==> config.mk <==
export PLATFORM = sky130hd
export DESIGN_NAME = t_toggle_rx
export DESIGN_NICKNAME = d
export VERILOG_FILES = /design/src/rtl/toggle_hs_pkg.sv /design/src/rtl/toggle_sync.sv /design/src/rtl/t_toggle_rx.sv
export SDC_FILE = /design/constraint.sdc
export NUM_CORES = 1
export LEC_CHECK = 0
export ABC_CLOCK_PERIOD_IN_PS = 1180
export BUFFER_PORTS_ARGS = -buffer_cell sky130_fd_sc_hd__buf_4
export CAP_MARGIN = 0
export CORE_ASPECT_RATIO = 0.7
export CORE_MARGIN = 4
export CORE_UTILIZATION = 35
export CTS_BUF_LIST = sky130_fd_sc_hd__clkbuf_16
export DETAILED_ROUTE_END_ITERATION = 7
export GPL_TIMING_DRIVEN = 0
export HOLD_SLACK_MARGIN = 0.12
export PLACE_DENSITY = 0.73
export SYNTH_ARGS = -nofsm -noshare
export SYNTH_HDL_FRONTEND = slang
export SYNTH_HIERARCHICAL = 1
export SYNTH_SLANG_ARGS = --single-unit
==> constraint.sdc <==
create_clock -name clk -period 1.18 [get_ports clk]
set_input_delay 0.177 -clock clk [delete_from_list [all_inputs] [get_ports clk]]
set_output_delay 0.177 -clock clk [all_outputs]
set_load 0.01 [all_outputs]
==> src/rtl/toggle_hs_pkg.sv <==
// Shared definitions for the two-phase toggle handshake (receiver now,
// matching transmitter later).
//   rx_state_t       : receiver FSM states.
//   DEF_W            : default data width.
//   DEF_SYNC_STAGES  : default synchroniser depth on the incoming toggle.
//   DEF_CNT_W        : default width of the transfer counter.
package toggle_hs_pkg;

  typedef enum logic {IDLE, FULL} rx_state_t;

  localparam int DEF_W           = 8;
  localparam int DEF_SYNC_STAGES = 2;
  localparam int DEF_CNT_W       = 8;

endpackage

==> src/rtl/toggle_sync.sv <==
// Toggle synchroniser and flip detector. Resynchronises a level toggle and
// emits a single-cycle pulse for every change of the synchronised level.
//   clk    : clock
//   rst    : synchronous active-high reset
//   tgl_in : asynchronous toggle level
//   flip   : one-cycle pulse per toggle of tgl_in (after synchronisation)
module toggle_sync #(
  parameter int SYNC_STAGES = 2  // legal range 1..4
) (
  input  logic clk,
  input  logic rst,
  input  logic tgl_in,
  output logic flip
);

  logic [SYNC_STAGES-1:0] r_sync;
  logic                   r_last;

  always_ff @(posedge clk) begin
    if (rst) begin
      r_sync <= '0;
      r_last <= 1'b0;
    end else begin
      r_sync[0] <= tgl_in;
      for (int i = 1; i < SYNC_STAGES; i++) r_sync[i] <= r_sync[i-1];
      // Tracks the synchronised level every cycle, so each toggle yields
      // exactly one cycle of mismatch.
      r_last <= r_sync[SYNC_STAGES-1];
    end
  end

  assign flip = r_sync[SYNC_STAGES-1] ^ r_last;

endmodule

==> src/rtl/t_toggle_rx.sv <==
// Toggle-handshake receiver: detects each req_t flip, captures din, offers
// it downstream via valid/ready, and acknowledges by flipping ack_t once
// the consumer has taken the word.
//   clk, rst     : clock, synchronous active-high reset
//   req_t, din   : sender toggle and data (din stable until ack_t flips)
//   ack_t        : acknowledge toggle back to the sender
//   dout, dout_valid, dout_ready : downstream valid/ready handshake
//   overrun      : sticky flag, a flip arrived while a word was pending
//   clr_overrun  : clears overrun (a simultaneous new violation wins)
//   xfer_cnt     : wrapping count of consumed transfers
module t_toggle_rx
  import toggle_hs_pkg::*;
#(
  parameter int W           = DEF_W,
  parameter int SYNC_STAGES = DEF_SYNC_STAGES,
  parameter int CNT_W       = DEF_CNT_W
) (
  input  logic             clk,
  input  logic             rst,
  input  logic             req_t,
  input  logic [W-1:0]     din,
  output logic             ack_t,
  output logic [W-1:0]     dout,
  output logic             dout_valid,
  input  logic             dout_ready,
  output logic             overrun,
  input  logic             clr_overrun,
  output logic [CNT_W-1:0] xfer_cnt
);

  rx_state_t        r_state, w_state_n;
  logic             w_flip;
  logic             w_capture, w_release, w_ovr_set;
  logic             r_ack;
  logic [W-1:0]     r_dout;
  logic             r_valid;
  logic             r_ovr;
  logic [CNT_W-1:0] r_cnt;

  toggle_sync #(.SYNC_STAGES(SYNC_STAGES)) u_sync (
    .clk    (clk),
    .rst    (rst),
    .tgl_in (req_t),
    .flip   (w_flip)
  );

  always_comb begin
    w_state_n = r_state;
    w_capture = 1'b0;
    w_release = 1'b0;
    w_ovr_set = 1'b0;
    case (r_state)
      IDLE: begin
        if (w_flip) begin
          w_capture = 1'b1;
          w_state_n = FULL;
        end
      end
      FULL: begin
        if (dout_ready) begin
          w_release = 1'b1;
          w_state_n = IDLE;
        end
        // A flip while holding a word is a sender violation; the new word
        // is dropped even if the current one leaves this same cycle.
        if (w_flip) w_ovr_set = 1'b1;
      end
      default: w_state_n = IDLE;
    endcase
  end

  always_ff @(posedge clk) begin
    if (rst) begin
      r_state <= IDLE;
      r_ack   <= 1'b0;
      r_dout  <= '0;
      r_valid <= 1'b0;
      r_ovr   <= 1'b0;
      r_cnt   <= '0;
    end else begin
      r_state <= w_state_n;
      if (w_capture) begin
        r_dout  <= din;
        r_valid <= 1'b1;
      end
      if (w_release) begin
        r_valid <= 1'b0;
        r_ack   <= ~r_ack;
        r_cnt   <= r_cnt + CNT_W'(1);
      end
      if (w_ovr_set)        r_ovr <= 1'b1;
      else if (clr_overrun) r_ovr <= 1'b0;
    end
  end

  assign ack_t      = r_ack;
  assign dout       = r_dout;
  assign dout_valid = r_valid;
  assign overrun    = r_ovr;
  assign xfer_cnt   = r_cnt;

endmodule

---- Yosys cells after proc, flatten, opt, wreduce, memory -nomap -nowiden ----
Index checks and enable logic that the tools add are counted.
word-level totals
  flip-flop bits (word level) ............. 23
  output and inout port bits .............. 19
operators by class
  $add $sub $neg .......................... 1
  mux-type cells .......................... 9
  bitwise logic cells ..................... 3
  reduce and logical (&&, ||, !) cells .... 2
operator list
  cell                                                            count
  8-bit by 1-bit adder with 8-bit output (second input constant)  1
  1-bit 2-to-1 mux                                                8
  1-bit inverter                                                  2
  1-bit case mux with 2 select lines                              1
  2-bit nonzero test                                              1
  2-bit OR reduction                                              1
  1-bit bitwise XOR                                               1

---- Logic depth before layout (Yosys ltp) ----
  word-level depth ........................ 4
  mapped depth ............................ 5

---- Modules after synthesis ----
Netlist, hierarchy kept.
modules (own cells, without submodules)
  module       instances  cells each  area an instance (um^2)
  t_toggle_rx  1          91          768.2
  toggle_sync  1          7           87.6

---- Worst setup path after synthesis ----
Ideal clock, no wire load.
  kind .................................... reg-to-reg
  start ................................... reg r_cnt[0], in the netlist xfer_cnt[0]
  end ..................................... reg r_cnt[7], in the netlist xfer_cnt[7]
  setup time .............................. 71 ps
  arrival ................................. 1161 ps
  required time ........................... 1109 ps
  setup slack ............................. -51 ps
  stages on the path, launching flop included .. 4
  cell sequence ........................... dfxtp_1 -> nand4_2 -> or4_1 -> a21oi_1
between the ends
  longest elaborated chain between the ends .. 1
ends and longest elaborated chain
  element                                 RTL line           text
  start, declared                         t_toggle_rx.sv:38  logic [CNT_W-1:0] r_cnt;
  start signal, assigned                  t_toggle_rx.sv:89  r_cnt <= r_cnt + CNT_W'(1);
  8-bit by 1-bit adder with 8-bit output  t_toggle_rx.sv:89
No other way between the ends.
A chain may end at the register's enable or synchronous reset.

---- Worst setup path in the final report ----
  start ................................... reg r_cnt[2], in the netlist xfer_cnt[2]
  end ..................................... reg r_cnt[7], in the netlist xfer_cnt[7]
Same word-level chain as after synthesis.

==> impl_results.md <==
* DIE AREA at 3310 µm²
* Final wirelength at 2320 µm
* Syn Nets at 112
* Die X at 67.1 µm
* Number of vias per cell at 4.84
* DP HPWL at 1490 µm
* Io pins at 32
* Post-route setup slack at 0.00647 ns
* Cell Area, Synth at 856 µm²
* LEAKAGE at 0.568 nW
* WP data arrival at 1.36 ns
* Vias at 842
* Slowest-stage cell, CP: or4_1
* Ys flop type: dfxtp_1
* Starting Density at 0.382
* Clk_lat worst skew at 0.25 ns
* Tcrit/Tclk final at 0.995
* Nature of the critical path startpoint: flip-flop
* Post-Syn Instances at 98
* DRC viols at 0
* Share of cells above drive strength 1 at 0.444
* Net Sw Frac at 0.207
* Ant diodes at 0
* Largest net degree at the start of global routing at 13
* Global-route wire length before repair at 3460 µm
* CP endpoint: xfer_cnt[7]
* Yosys reg bits at 23
* Asr flop ratio synth at 0
* Dpl cells at 161
* Initial antenna violation count at 0
* Warnings from Yosys at 6
* WL/cell at 13.3 µm
* Sequential share of power at 0.480
* Worst r2r src: xfer_cnt[2]
* Setup crit end kind: flip-flop
* Die Ht at 49.4 µm
* Number of CTS-inserted buffers at 3
* Final hold vios at 0
* Gr usage total at 0.141
* Reg2reg end: xfer_cnt[7]
* Final slew viol count at 0
* Combinational share of power at 0.111
* CORE AREA at 2240 µm²
* CTS tree: yes
* Final #Nets at 157
* Top cells by count, synth: dfxtp_1 (23), nand2_1 (20), a21oi_1 (15)
* Worst-path clk slew at 0.06 ns
* Synthesized area per cell at 8.73 µm²
* Post-Layout Cell Count at 174
* GPL Wtd Cong at 0.681
* H-tree Lvls at 1
* Worst path required time at 1.36 ns
* Vias in the first global route at 748
* Longest Clk Path Bufs at 2
* Outcome: completed
* Hold Crit Class: input port to flip-flop
* Final Setup Violations at 0
* Min cycle time layout at 1.17 ns
* Max_slew headroom at 0.654
* Worst r2r path cells at 3
* Pin slew with the least headroom to its limit at 0.519 ns
* Worst path max stage delay at 0.43 ns
* Setup WS pre-CTS at -0.0960 ns
* Power Density at 1270 nW/µm²
* Register-to-register setup slack at 0.006 ns
* Switching power at 0.354 mW
* Row cnt at 14
* Yosys top cell area share at 0.538
* Critical path, cell by cell: nand4_1 > or4_1 > a21oi_1
* Setup TNS Final at 0 ns
* Root Buffer: clkbuf_16
* Initial drt markers at 24
* GR Overflow Total at 0
* Fmax at 852 MHz
* Kind of critical path: flip-flop to flip-flop
* Router iterations before antenna repair at 4
* Synth top area cells: dfxtp_1 (54%), a21oi_1 (8.8%), nand2_1 (8.8%), xor2_1 (3.1%), nor2b_1 (2.9%)
* RSZ-0062 raised after global routing: true
* Setup crit start: xfer_cnt[2]
* I/O Buffers at 31
* Peak supply drop at 654 µV
* Seq/Total Area, Yosys at 0.538
* Power share of the clock group at 0.409
* Final core utilization at 0.601
* Hold Slack at 0.136 ns
* Post-synth EDFFs at 0
* Most frequent cell after synthesis: dfxtp_1
* Pint at 1.35 mW
* Synth area leader: dfxtp_1
* Distinct cells, synth at 21
* Fin Clk Skew at 0.000969 ns
* CTS Sinks at 23
* Max Cap Viol at 0
* P&R area growth vs syn at 57.5%
* Max FO, Critical Path at 5
* Post-DRT Antenna Nets at 0
[cell usage in the layout, fill, tap and decap left out, drive strengths merged]
cell type    netlist  routed
a211oi             2       2
a21oi             15      15
dlygate4sd3        0       1
ha                 1       1
nand3              3       3
xor2               3       3
nor2b              4       4
or3                4       4
o21ai              4       4
nand4              2       2
clkbuf             4       7
buf                1      40
or4                1       1
nand2             20      20
xnor2              1       1
inv                2       3
nor2               5       5
o31ai              1       1
dfxtp             23      23
nand2b             2       2
[what timing repair did]
action	in CTS	in global routing
buffers inserted	7	2
cloned	1	0
pin swaps	4	2
hold endpoints to repair	3	0
hold buffers	1	0
endpoints found under the setup margin	14	11
gates resized for setup	8	12
[per-stage QoR]
stage,instance area [µm²],power (mW)
finish,1350,1.71
global route,1350,1.77
CTS,1310,1.73
detailed placement,1140,0.997
global placement,1140,0.991
floorplan,872,0.913
[layout make-up]
cell class / count / area [µm²]
Clock inverter: 1 / 3.75
Timing Repair Buffer: 42 / 315
Sequential cell: 23 / 482
Inverter: 2 / 7.51
Clock buffer: 3 / 75.1
Multi-Input combinational cell: 68 / 409
Fill cell: 197 / 895
Buffer: 3 / 15.0
Tap cell: 32 / 40.0
[worst min path at each step]
stage          startpoint               end  slack (ns)  depth (start not counted)
5_1_grt             req_t  u_sync/r_sync[0]        0.15                          2
3_3_place_gp          rst  u_sync/r_sync[0]        0.37                          2
6_report            req_t  u_sync/r_sync[0]        0.14                          2
3_5_place_dp          rst  u_sync/r_sync[0]        0.37                          2
2_1_floorplan         rst     u_sync/r_last        0.25                          1
4_1_cts             req_t  u_sync/r_sync[0]        0.13                          2
[flip-flops by register name, indices dropped and copies added (netlist names)]
name,flops
r_state,1
ack_t,1
dout_valid,1
xfer_cnt,8
dout,8
overrun,1
u_sync/r_last,1
u_sync/r_sync,2
[critical path, delay by kind of cell, from the launching register on]
kind,cells,cell delay (ns)
compound gates,1,0.12
simple gates,2,0.61
flops,1,0.37
[logic make-up after synthesis]
family / Yosys count / share of synthesized area
xor gates and xnor gates: 4 / 0.0409
DFF: 23 / 0.538
adders and majority gates: 1 / 0.0146
AOI/OAI and AO/OA: 22 / 0.137
buffers and inverters: 7 / 0.0351
and+or+nand+nor: 41 / 0.234
[power by group through the flow]
| stage | clock (mW) | sequential [mW] | combinational [mW] |
|---|---|---|---|
| global route | 0.739 | 0.824 | 0.207 |
| detailed placement | 0 | 0.838 | 0.159 |
| global placement | 0 | 0.837 | 0.154 |
| floorplan | 0 | 0.846 | 0.0667 |
| finish | 0.699 | 0.820 | 0.190 |
| CTS | 0.718 | 0.822 | 0.189 |
[metal layers]
| layer | global-route usage | part of all wire | vias up | routed length [µm] |
|---|---|---|---|---|
| li1 | - | - | 418 | - |
| met1 | 0.176 | 0.42 | 390 | 979 |
| met2 | 0.223 | 0.50 | 34 | 1150 |
| met3 | 0.0553 | 0.082 | 0 | 189 |
| met4 | 0.0404 | 0 | 0 | 0 |
| met5 | 0 | 0 | - | 0 |
No activity file was read; power rests on OpenSTA's default activity.
